--- config.mk ---
export PLATFORM = sky130hd
export DESIGN_NAME = hazard_scoreboard
export DESIGN_NICKNAME = d
export VERILOG_FILES = /design/src/rtl/hazard_scoreboard.sv
export SDC_FILE = /design/constraint.sdc
export NUM_CORES = 1
export LEC_CHECK = 0
export ABC_AREA = 0
export CORE_ASPECT_RATIO = 0.9
export CORE_MARGIN = 2
export CORE_UTILIZATION = 35
export DETAILED_ROUTE_END_ITERATION = 16
export HOLD_SLACK_MARGIN = 0.15
export PLACE_DENSITY = 0.68
export SYNTH_ARGS = -nofsm -noshare
export SYNTH_HDL_FRONTEND = slang
export SYNTH_SLANG_ARGS = --single-unit
--- constraint.sdc ---
create_clock -name CLK -period 4.15 [get_ports CLK]
set_input_delay 0.83 -clock CLK [delete_from_list [all_inputs] [get_ports CLK]]
set_output_delay 0.83 -clock CLK [all_outputs]
set_load 0.01 [all_outputs]
--- src/rtl/hazard_scoreboard.sv ---
// Pipeline hazard unit: E/M forwarding, load-use and cache stall/flush control, a per-register
// pending-write scoreboard for multi-cycle units, and a round-robin arbiter for their write-back port.
module hazard_scoreboard #(
    parameter int AW     = 4,
    parameter int NUNITS = 2,
    parameter int CNTW   = 16
) (
    input  logic                 CLK,
    input  logic                 RESET,
    input  logic [AW-1:0]        RA1D,
    input  logic [AW-1:0]        RA2D,
    input  logic [AW-1:0]        WA3D,
    input  logic                 RegWriteD,
    input  logic [AW-1:0]        RA1E,
    input  logic [AW-1:0]        RA2E,
    input  logic [AW-1:0]        RA2M,
    input  logic [AW-1:0]        WA3E,
    input  logic [AW-1:0]        WA3M,
    input  logic [AW-1:0]        WA3W,
    input  logic                 RegWriteE,
    input  logic                 RegWriteM,
    input  logic                 RegWriteW,
    input  logic                 MemtoRegE,
    input  logic                 MemtoRegW,
    input  logic                 MemWriteM,
    input  logic                 PCSrcE,
    input  logic                 CacheStall,
    input  logic [NUNITS-1:0]    IssueD,
    input  logic [NUNITS-1:0]    IssueE,
    input  logic [NUNITS-1:0]    UnitDone,
    input  logic [NUNITS*AW-1:0] UnitWA,
    output logic [NUNITS-1:0]    UnitGrant,
    output logic [1:0]           ForwardAE,
    output logic [1:0]           ForwardBE,
    output logic                 ForwardM,
    output logic                 StallF,
    output logic                 StallD,
    output logic                 StallE,
    output logic                 StallM,
    output logic                 StallW,
    output logic                 FlushD,
    output logic                 FlushE,
    output logic [2**AW-1:0]     Pending,
    output logic [NUNITS-1:0]    UnitBusy,
    output logic [CNTW-1:0]      StallCount
);
    localparam int NREG = 2**AW;
    localparam int PW   = (NUNITS > 1) ? $clog2(NUNITS) : 1;

    logic [NREG-1:0]   pend_q, pend_d;
    logic [NUNITS-1:0] busy_q, busy_d;
    logic [PW-1:0]     rr_q, rr_d;
    logic [CNTW-1:0]   cnt_q, cnt_d;

    logic [NUNITS-1:0] req, grant, acc;
    logic [PW-1:0]     cand, gidx;
    logic              found;
    logic              ldrstall, sbstall, dstall;

    always_comb begin
        ForwardAE = 2'b00;
        if (RegWriteM && (RA1E == WA3M))      ForwardAE = 2'b10;
        else if (RegWriteW && (RA1E == WA3W)) ForwardAE = 2'b01;
        ForwardBE = 2'b00;
        if (RegWriteM && (RA2E == WA3M))      ForwardBE = 2'b10;
        else if (RegWriteW && (RA2E == WA3W)) ForwardBE = 2'b01;
        ForwardM = (RA2M == WA3W) && MemWriteM && MemtoRegW && RegWriteW;
    end

    // A unit is also unavailable to D when the E-stage op is about to claim it this cycle.
    always_comb begin
        ldrstall = MemtoRegE && RegWriteE && ((RA1D == WA3E) || (RA2D == WA3E));
        sbstall  = pend_q[RA1D] || pend_q[RA2D] || (RegWriteD && pend_q[WA3D])
                   || (|(IssueD & busy_q)) || (|(IssueD & IssueE));
        dstall   = ldrstall || sbstall;
        StallF   = dstall || CacheStall;
        StallD   = dstall || CacheStall;
        StallE   = CacheStall;
        StallM   = CacheStall;
        StallW   = CacheStall;
        FlushD   = PCSrcE;
        FlushE   = (dstall || PCSrcE) && !CacheStall;
    end

    // UnitDone/UnitGrant handshake: a unit raises UnitDone with UnitWA stable and holds both
    // until it sees UnitGrant high; the result transfers on the rising edge where UnitGrant is high.
    always_comb begin
        req   = UnitDone & busy_q;
        grant = '0;
        gidx  = '0;
        cand  = '0;
        found = 1'b0;
        for (int i = 0; i < NUNITS; i++) begin
            cand = PW'((int'(rr_q) + i) % NUNITS);
            if (!found && req[cand]) begin
                found       = 1'b1;
                grant[cand] = 1'b1;
                gidx        = cand;
            end
        end
        rr_d = found ? PW'((int'(gidx) + 1) % NUNITS) : rr_q;
    end

    assign UnitGrant = grant;
    assign acc       = CacheStall ? '0 : IssueE;

    // Clears are applied before sets so a same-cycle re-issue keeps the bit/unit marked.
    always_comb begin
        pend_d = pend_q;
        for (int u = 0; u < NUNITS; u++) begin
            if (grant[u]) pend_d[UnitWA[u*AW +: AW]] = 1'b0;
        end
        for (int u = 0; u < NUNITS; u++) begin
            if (acc[u]) pend_d[WA3E] = 1'b1;
        end
        busy_d = (busy_q & ~grant) | acc;
        cnt_d  = (StallD && (cnt_q != {CNTW{1'b1}})) ? cnt_q + 1'b1 : cnt_q;
    end

    always_ff @(posedge CLK or posedge RESET) begin
        if (RESET) begin
            pend_q <= '0;
            busy_q <= '0;
            rr_q   <= '0;
            cnt_q  <= '0;
        end else begin
            pend_q <= pend_d;
            busy_q <= busy_d;
            rr_q   <= rr_d;
            cnt_q  <= cnt_d;
        end
    end

    assign Pending    = pend_q;
    assign UnitBusy   = busy_q;
    assign StallCount = cnt_q;

endmodule

# Word level (Yosys, flattened, before mapping)
# Cells that the tools add are included.
[word_totals]
register_bits = 35
inputBits = 61
out_inout_bits = 48
[op_classes]
n_addsub = 3
order_cmp = 13
n_eq_ne = 8
muxes = 35
n_bitwise = 13
n_reduce_logical = 30
[ops]
columns = ["operator", "count"]
rows = [
  ["2-to-1 mux 16 bit", 4],
  ["AND 16 bit", 2],
  ["inverter 16 bit", 2],
  ["bitwise OR 16 bit", 2],
  ["less-than comparator 4 x 5 -> 1 bit (second input constant)", 6],
  ["equality test 4 bit", 7],
  ["logical AND 1 bit", 18],
  ["2-to-1 mux 1 bit", 18],
  ["adder 16 x 1 -> 16 bit (second input constant)", 1],
  ["inequality test 16 bit (second input constant)", 1],
  ["binary-select mux 1 bit (select 4 bit)", 3],
  ["demux 1 bit (select 4 bit)", 3],
  ["greater-or-equal comparator 4 x 1 -> 1 bit (second input constant)", 3],
  ["2-to-1 mux 2 bit", 5],
  ["AND 2 bit", 4],
  ["logical OR 1 bit", 8],
  ["less-than comparator 1 x 2 -> 1 bit (second input constant)", 2],
  ["bitwise OR 2 bit", 2],
  ["OR reduction 2 bit", 2],
  ["adder 1 bit (second input constant)", 2],
  ["demux 1 bit (select 1 bit)", 2],
  ["greater-or-equal comparator 1 bit (second input constant)", 2],
  ["zero test 1 bit", 2],
  ["inverter 2 bit", 1],
]

# Logic depth before layout (Yosys ltp)
# Gate-level depths: netlist of run 1.
[depth]
word_depth = 14
depth_mapped = 9

# Worst setup path before layout of run 1
# Ideal clock, no wire load.
[synth_timing]
kind = "input to output"
startpoint = "in RA2D[0]"
endpoint = "out StallF"
t_arrival_ns = 2.286
t_required_ns = 3.320
setup_slack_ns = 1.034
path_stages = 7
path_buffers = 1
cell_sequence = "mux4_1 > mux2i_1 > mux2i_1 > nor4_2 > and2_2 > inv_1 > buf_4"
[synth_between]
elab_chain_cells = 8
word_cells_on_any_way = 11
classes_between = "eq/ne: 1; mux: 2; reduce/logical: 8"
[synth_lines]
columns = ["element", "line", "text"]
rows = [
  ["start, declared", "11", "input logic [AW-1:0] RA2D,"],
  ["binary-select mux 1 bit (select 4 bit)", "73", "sbstall = pend_q[RA1D] || pend_q[RA2D] || (RegWriteD && pend_q[WA3D])"],
  ["2-to-1 mux 1 bit (implied by the code)", "73", ""],
  ["logical OR 1 bit (2 in a row)", "73", ""],
  ["logical OR 1 bit (2 in a row)", "74", "|| (|(IssueD & busy_q)) || (|(IssueD & IssueE));"],
  ["logical OR 1 bit (*)", "75", "dstall = ldrstall || sbstall;"],
  ["logical OR 1 bit (*)", "n/a", ""],
  ["end, declared", "36", "output logic StallF,"],
]
# Every way passes the cells marked *; elsewhere a longest branch is shown, timed or not. The select of a mux whose other input is x is not followed.

# Worst setup path in the final report of run 1
[layout_timing]
startpoint = "in RA2D[0]"
endpoint = "out StallD"
[layout_between]
elab_chain_cells = 8
word_cells_on_any_way = 11
classes_between = "eq/ne: 1; mux: 2; reduce/logical: 8"
[layout_lines]
columns = ["element", "line", "text"]
rows = [
  ["binary-select mux 1 bit (select 4 bit)", "73", ""],
  ["2-to-1 mux 1 bit (implied by the code)", "73", ""],
  ["logical OR 1 bit (2 in a row)", "73", ""],
  ["logical OR 1 bit (2 in a row)", "74", ""],
  ["logical OR 1 bit (*)", "75", ""],
  ["logical OR 1 bit (*)", "77", "StallD = dstall || CacheStall;"],
  ["end, declared", "37", "output logic StallD,"],
]
# Marked as above.

==> results of run 1 <==
power by group through the flow:
stage,combinational (mW),sequential (mW),clock (mW)
floorplan,0.327,0.591,0
global placement,0.720,0.600,0
detailed placement,0.721,0.606,0
CTS,0.727,0.599,0.370
global route,0.774,0.616,0.387
finish,0.720,0.604,0.365
final cells by class:
| type | instances | area share [%] |
|---|---|---|
| Clock buffer | 6 | 1.87 |
| Clock inverter | 2 | 1.55 |
| Tap cell | 93 | 3.00 |
| Inverter | 8 | 0.773 |
| Sequential cell | 35 | 22.6 |
| Multi-Input combinational cell | 199 | 41.0 |
| Timing Repair Buffer | 115 | 29.3 |
per-layer routing:
metal  GRT usage, %  wire, um  part of all wire (%)  vias to the layer above
met5              0         0                     0                        -
li1               -         -                     -                     1177
met4           5.93       134                   1.7                        0
met3           4.97       795                    10                       17
met2           30.5      3660                    47                      148
met1           26.1      3250                    41                     1196
cell families after synthesis:
group	Yosys count	share of synthesized area [%]
AND/OR/NAND/NOR	96	21.2
XOR/XNOR	43	14.7
AO/OA/AOI/OAI	38	11.9
flip-flops	35	34.1
multiplexers	21	13.7
buffers and inverters	19	3.94
adder cells (fa/ha/maj)	1	0.487
per-stage QoR:
step | cells | hold WS (ns) | utilization (%)
6_report | 458 | 0.492 | 54.9
5_1_grt | 458 | 0.524 | 54.9
4_1_cts | 458 | 0.495 | 54.9
3_5_place_dp | 450 | 0.480 | 53.0
3_3_place_gp | 450 | 0.480 | 53.0
2_1_floorplan | 253 | 0.472 | -
flip-flops by register name, summed over array words and instances (netlist names), named ones only:
register and cells:
Pending 16, StallCount 16, UnitBusy 2
critical path: stages:
cell,delay [ns]
clkdlybuf4s50_1,0.53
mux4_1,0.57
mux2i_1,0.14
mux2i_1,0.11
nor4_2,0.20
and2_2,0.20
inv_1,0.05
clkdlybuf4s50_1,0.47
cells in the final DEF (no fill, tap or decap), drive strengths merged, types with 12 or more instances in the layout:
cell	count
nand4	12
nand3	20
a22oi	12
nand2	12
dfrtp	35
xnor2	26
xor2	17
clkdlybuf4s50	107
how the worst max path moves through the flow:
stage	start	end	slack (ns)	cells after the start
after floorplan	RA2D[0]	StallF	1.03	7
after global placement	RA2D[0]	StallD	0.15	8
after detailed placement	RA2D[2]	StallD	0.09	8
after CTS	RA2D[0]	StallD	0.08	8
after global routing	RA1D[2]	StallD	0.09	8
final	RA2D[0]	StallD	0.21	8
==> results.toml, run 1 <==
[status]
status = "finished clean"

[sta]
worst_pin_slew_ns = 0.719
relSlewSlack_pct = 52.0
timing_hold_violations_final = 0
fin_ws_ns = 0.212
setup_tns_ns = 0
fmaxAchievable_mhz = 254
rsz0062_at_grt = "false"
setup_violations = 0
clock_skew_ns = 0.0115
finalCriticalPeriod_ns = 3.94
slew_violations = 0
timing.final.crit_share_pct = 94.9

[power]
power_switching_mw = 0.574
p_sw_share_pct = 34.0
power_frac_seq_pct = 35.8
clockPowerShare_pct = 21.6
p_int_mw = 1.12
power.total_mw = 1.69
p_leak_nw = 1.53
peakVddDrop_mv = 0.171
combPwrFrac_pct = 42.6
power-per-cell-area_mw_per_mm2 = 435

[synthesis]
synth.distinct_cells = 38
synth_cells = 253
syn_nets = 315
synth_top_area_cell = "dfrtp_1"
yosysWarnings = 0
synth_edf_count = 0
synth.cell_area_mm2 = 0.00257
synthArstFlopShare_pct = 100
ys.flop_type = "dfrtp_1"
avgSynthCellArea_um2 = 10.2
yosysMostFrequentCell = "dfrtp_1"
ys_top_cells_by_count = "dfrtp_1 (35), xnor2_1 (26), nand3_1 (18), xor2_1 (17)"
synth_seq_cells = 35
synthTopCellsByArea = "dfrtp_1 (34%), xnor2_1 (8.9%), xor2_1 (5.8%), mux4_2 (5.3%), mux4_1 (4.1%)"
yosysTopAreaCellShare_pct = 34.1
ys_seq_area_share_pct = 34.1

[critical_path]
crit_type = "primary input to output pin"
r2r_start = "Pending[4]"
cp.arrival_ns = 3.11
r2r_end = "StallCount[1]"
r2r_cells = 7
cp_max_fo = 3
cp-start-kind = "primary input"
end_kind = "output pin"
worstPathRequired_ns = 3.32
r2r_slack_ns = 1.81

[clock_network]
cts_resized = 0
cts_tree = "done"
clk_path_buf_depth = 2
cts_setup_buffers = 0
holdBufCountCts = 0
clk_pin_slew_ns = 0.07
root_buffer = "clkbuf_8"
cts_buffers = 5
clk_latency_ns = 0.29
clock-sinks = 35
htreeDepth = 2

[global_routing]
track_usage_pct = 19.3
grt_max_degree = 36
grt_pass1_vias = 2367
antenna_found_initial = 0
grt_pass1_wl_um = 12100
overflow = 0

[place]
routabilityCongestion = 0.833
placed_cell_area_mm2 = 0.00375
numPortBuffers = 108
place_ws_ns = 0.0905
hpwl_um = 6070

[hold_path]
hold_depth = 1
min_to = "StallCount[5]"
hold_start = "StallCount[5]"
hold_class = "flip-flop to flip-flop"

[finish]
area_growth_pct = 51.1
nFillCells = 649
final_cell_area_mm2 = 0.00388
drive_gt1_share_pct = 8.22
multi_input_area_mm2 = 0.00159
n_antenna_cell = 0
seq_area_um2 = 876
nets = 426

[route]
drt_first_pass_iters = 5
drt-total-wl_um = 7840
ant_nets = 0
vias_per_cell = 5.54
vias = 2538
drc_errors = 0
routedWlPerCell_um = 17.1
first_iter_violations = 300

[flow_run]
max_cap_violations = 0

[floorplan]
num_io_pins = 109
core_mm2 = 0.00708
num_rows = 29
die_h_um = 85.3
design.die.area_mm2 = 0.00805
initial_core_util_pct = 36.3
die_w_um = 94.3
(Power assumes the default switching activity.)
==> inputs of run 2 (changes only) <==
==> constraint.sdc (replaced) <==
create_clock -name CLK -period 4.15 [get_ports CLK]
set_input_delay 0.6225 -clock CLK [delete_from_list [all_inputs] [get_ports CLK]]
set_output_delay 0.6225 -clock CLK [all_outputs]
set_load 0.01 [all_outputs]
==> results.toml, run 2 (same netlist as run 1, synthesis figures left out) <==
[status]
status = "finished clean"

[clock_network]
clk_latency_ns = 0.29
root_buffer = "clkbuf_8"
holdBufCountCts = 0
cts_buffers = 5
clock-sinks = 35
htreeDepth = 2
cts_tree = "done"
clk_pin_slew_ns = 0.08
cts_setup_buffers = 0
cts_resized = 0
clk_path_buf_depth = 2

[sta]
relSlewSlack_pct = 32.2
setup_tns_ns = 0
hold_ws_ns = 0.496
worst_pin_slew_ns = 1.02
timing.final.crit_share_pct = 92.1
clock_skew_ns = 0.00653
fmaxAchievable_mhz = 262
setup_violations = 0
rsz0062_at_grt = "false"
timing_hold_violations_final = 0
slew_violations = 0
finalCriticalPeriod_ns = 3.82

[floorplan]
die_h_um = 85.3
die_w_um = 94.3
design.die.area_mm2 = 0.00805
num_rows = 29
core_mm2 = 0.00708
initial_core_util_pct = 36.3
num_io_pins = 109

[hold_path]
hold_class = "flip-flop to flip-flop"

[critical_path]
cp_max_fo = 5
slowest_stage = "clkdlybuf4s50_1"
worstPathRequired_ns = 3.53
slowest_delay_ns = 0.61
cp.arrival_ns = 3.20
cp_top_family = "buffers and inverters"
end_kind = "output pin"
crit_type = "primary input to output pin"
worstPathCellList = "clkdlybuf4s50_1 > mux4_1 > mux2i_1 > mux2i_1 > nor4_2 > and2_2 > inv_1 > clkdlybuf4s50_1"
worst-path-buf-inv = 3
cp-start-kind = "primary input"

[route]
drt_first_pass_iters = 6
ant_nets = 0
drc_errors = 0
vias_per_cell = 5.53
drt-total-wl_um = 7720
first_iter_violations = 170
routedWlPerCell_um = 17.1
vias = 2499

[power]
p_leak_nw = 1.47
peakVddDrop_mv = 0.158
power-per-cell-area_mw_per_mm2 = 414
p_int_mw = 0.992
clockPowerShare_pct = 16.1
power_frac_seq_pct = 38.1
power_switching_mw = 0.579
p_sw_share_pct = 36.9
combPwrFrac_pct = 45.8

[global_routing]
overflow = 0
grt_pass1_wl_um = 12100
antenna_found_initial = 0
track_usage_pct = 19.2
grt_max_degree = 28
grt_pass1_vias = 2414

[place]
hpwl_um = 6130
routabilityCongestion = 0.850
place_inst = 444
numPortBuffers = 108

[finish]
fin_cells = 452
most-common-layout-cells = "clkdlybuf4s50_1 (108), dfrtp_1 (35), xnor2_1 (26)"
nFillCells = 655
final_common_cell = "clkdlybuf4s50_1"
nets = 420
area_growth_pct = 47.7
n_antenna_cell = 0
drive_gt1_share_pct = 6.96

[flow_run]
max_cap_violations = 0
run 2: changes by cell type in the layout (fill, tap and decap cells not counted):
| cell | delta |
|---|---|
| clkbuf_1 | -1 |
| bufinv_16 | -2 |
| clkinvlp_4 | +2 |
| clkdlybuf4s50_1 | +1 |
| dlymetal6s2s_1 | -1 |
| buf_4 | -6 |
| inv_6 | +1 |
run 2: worst reg2reg max path, stage by stage (launching register included):
cell     delay, ns
dfrtp_1       0.46
mux4_1        0.52
mux2i_1       0.16
mux2i_1       0.12
nor4_2        0.38
a21oi_2       0.28
mux2_2        0.34
run 2: area by class of cell:
class                   count  area [um2]  share of cell area [%]
clock inverters             3        23.8                   0.626
inverters                   8        30.0                   0.791
flip-flops and latches     35         876                    23.1
clock buffers               5        68.8                    1.81
well taps                  93         116                    3.07
multi-input cells         199        1590                    42.0
repair buffers            109        1090                    28.7
run 2: worst paths after layout:
kind,depth (start not counted),endpoint,slack [ns],start
min in group asynchronous,2,StallCount[1],0.87,RESET
worst min-delay path,1,StallCount[5],0.50,StallCount[5]
worst max register to register,6,StallCount[1],1.79,Pending[14]
worst min register to register,1,StallCount[5],0.50,StallCount[5]
worst max-delay path,8,StallF,0.33,RA2D[2]
max in group asynchronous,3,StallCount[11],2.55,RESET
run 2: power by group through the flow:
stage               Sequential [mW]  Clock (mW)  Combinational (mW)
global route                  0.612       0.277               0.771
detailed placement            0.602           0               0.722
floorplan                     0.591           0               0.327
finish                        0.598       0.252               0.720
global placement              0.597           0               0.716
CTS                           0.596       0.261               0.726
run 2: through the flow:
step / total power, mW / util [%] / setup slack, ns / instance area, um2
final: 1.57 / 53.7 / 0.326 / 3800
after global routing: 1.66 / 53.7 / 0.180 / 3800
after CTS: 1.58 / 53.7 / 0.322 / 3800
after detailed placement: 1.32 / 52.3 / 0.327 / 3700
after global placement: 1.31 / 52.3 / 0.410 / 3700
after floorplan: 0.917 / - / 1.45 / 2570
run 2: routing by layer:
layer / global-route usage, % / vias up / routed length, um
li1: - / 1167 / -
met1: 26.0 / 1202 / 3290
met2: 31.4 / 120 / 3700
met3: 4.17 / 10 / 650
met4: 4.74 / 0 / 89
met5: 0 / - / 0
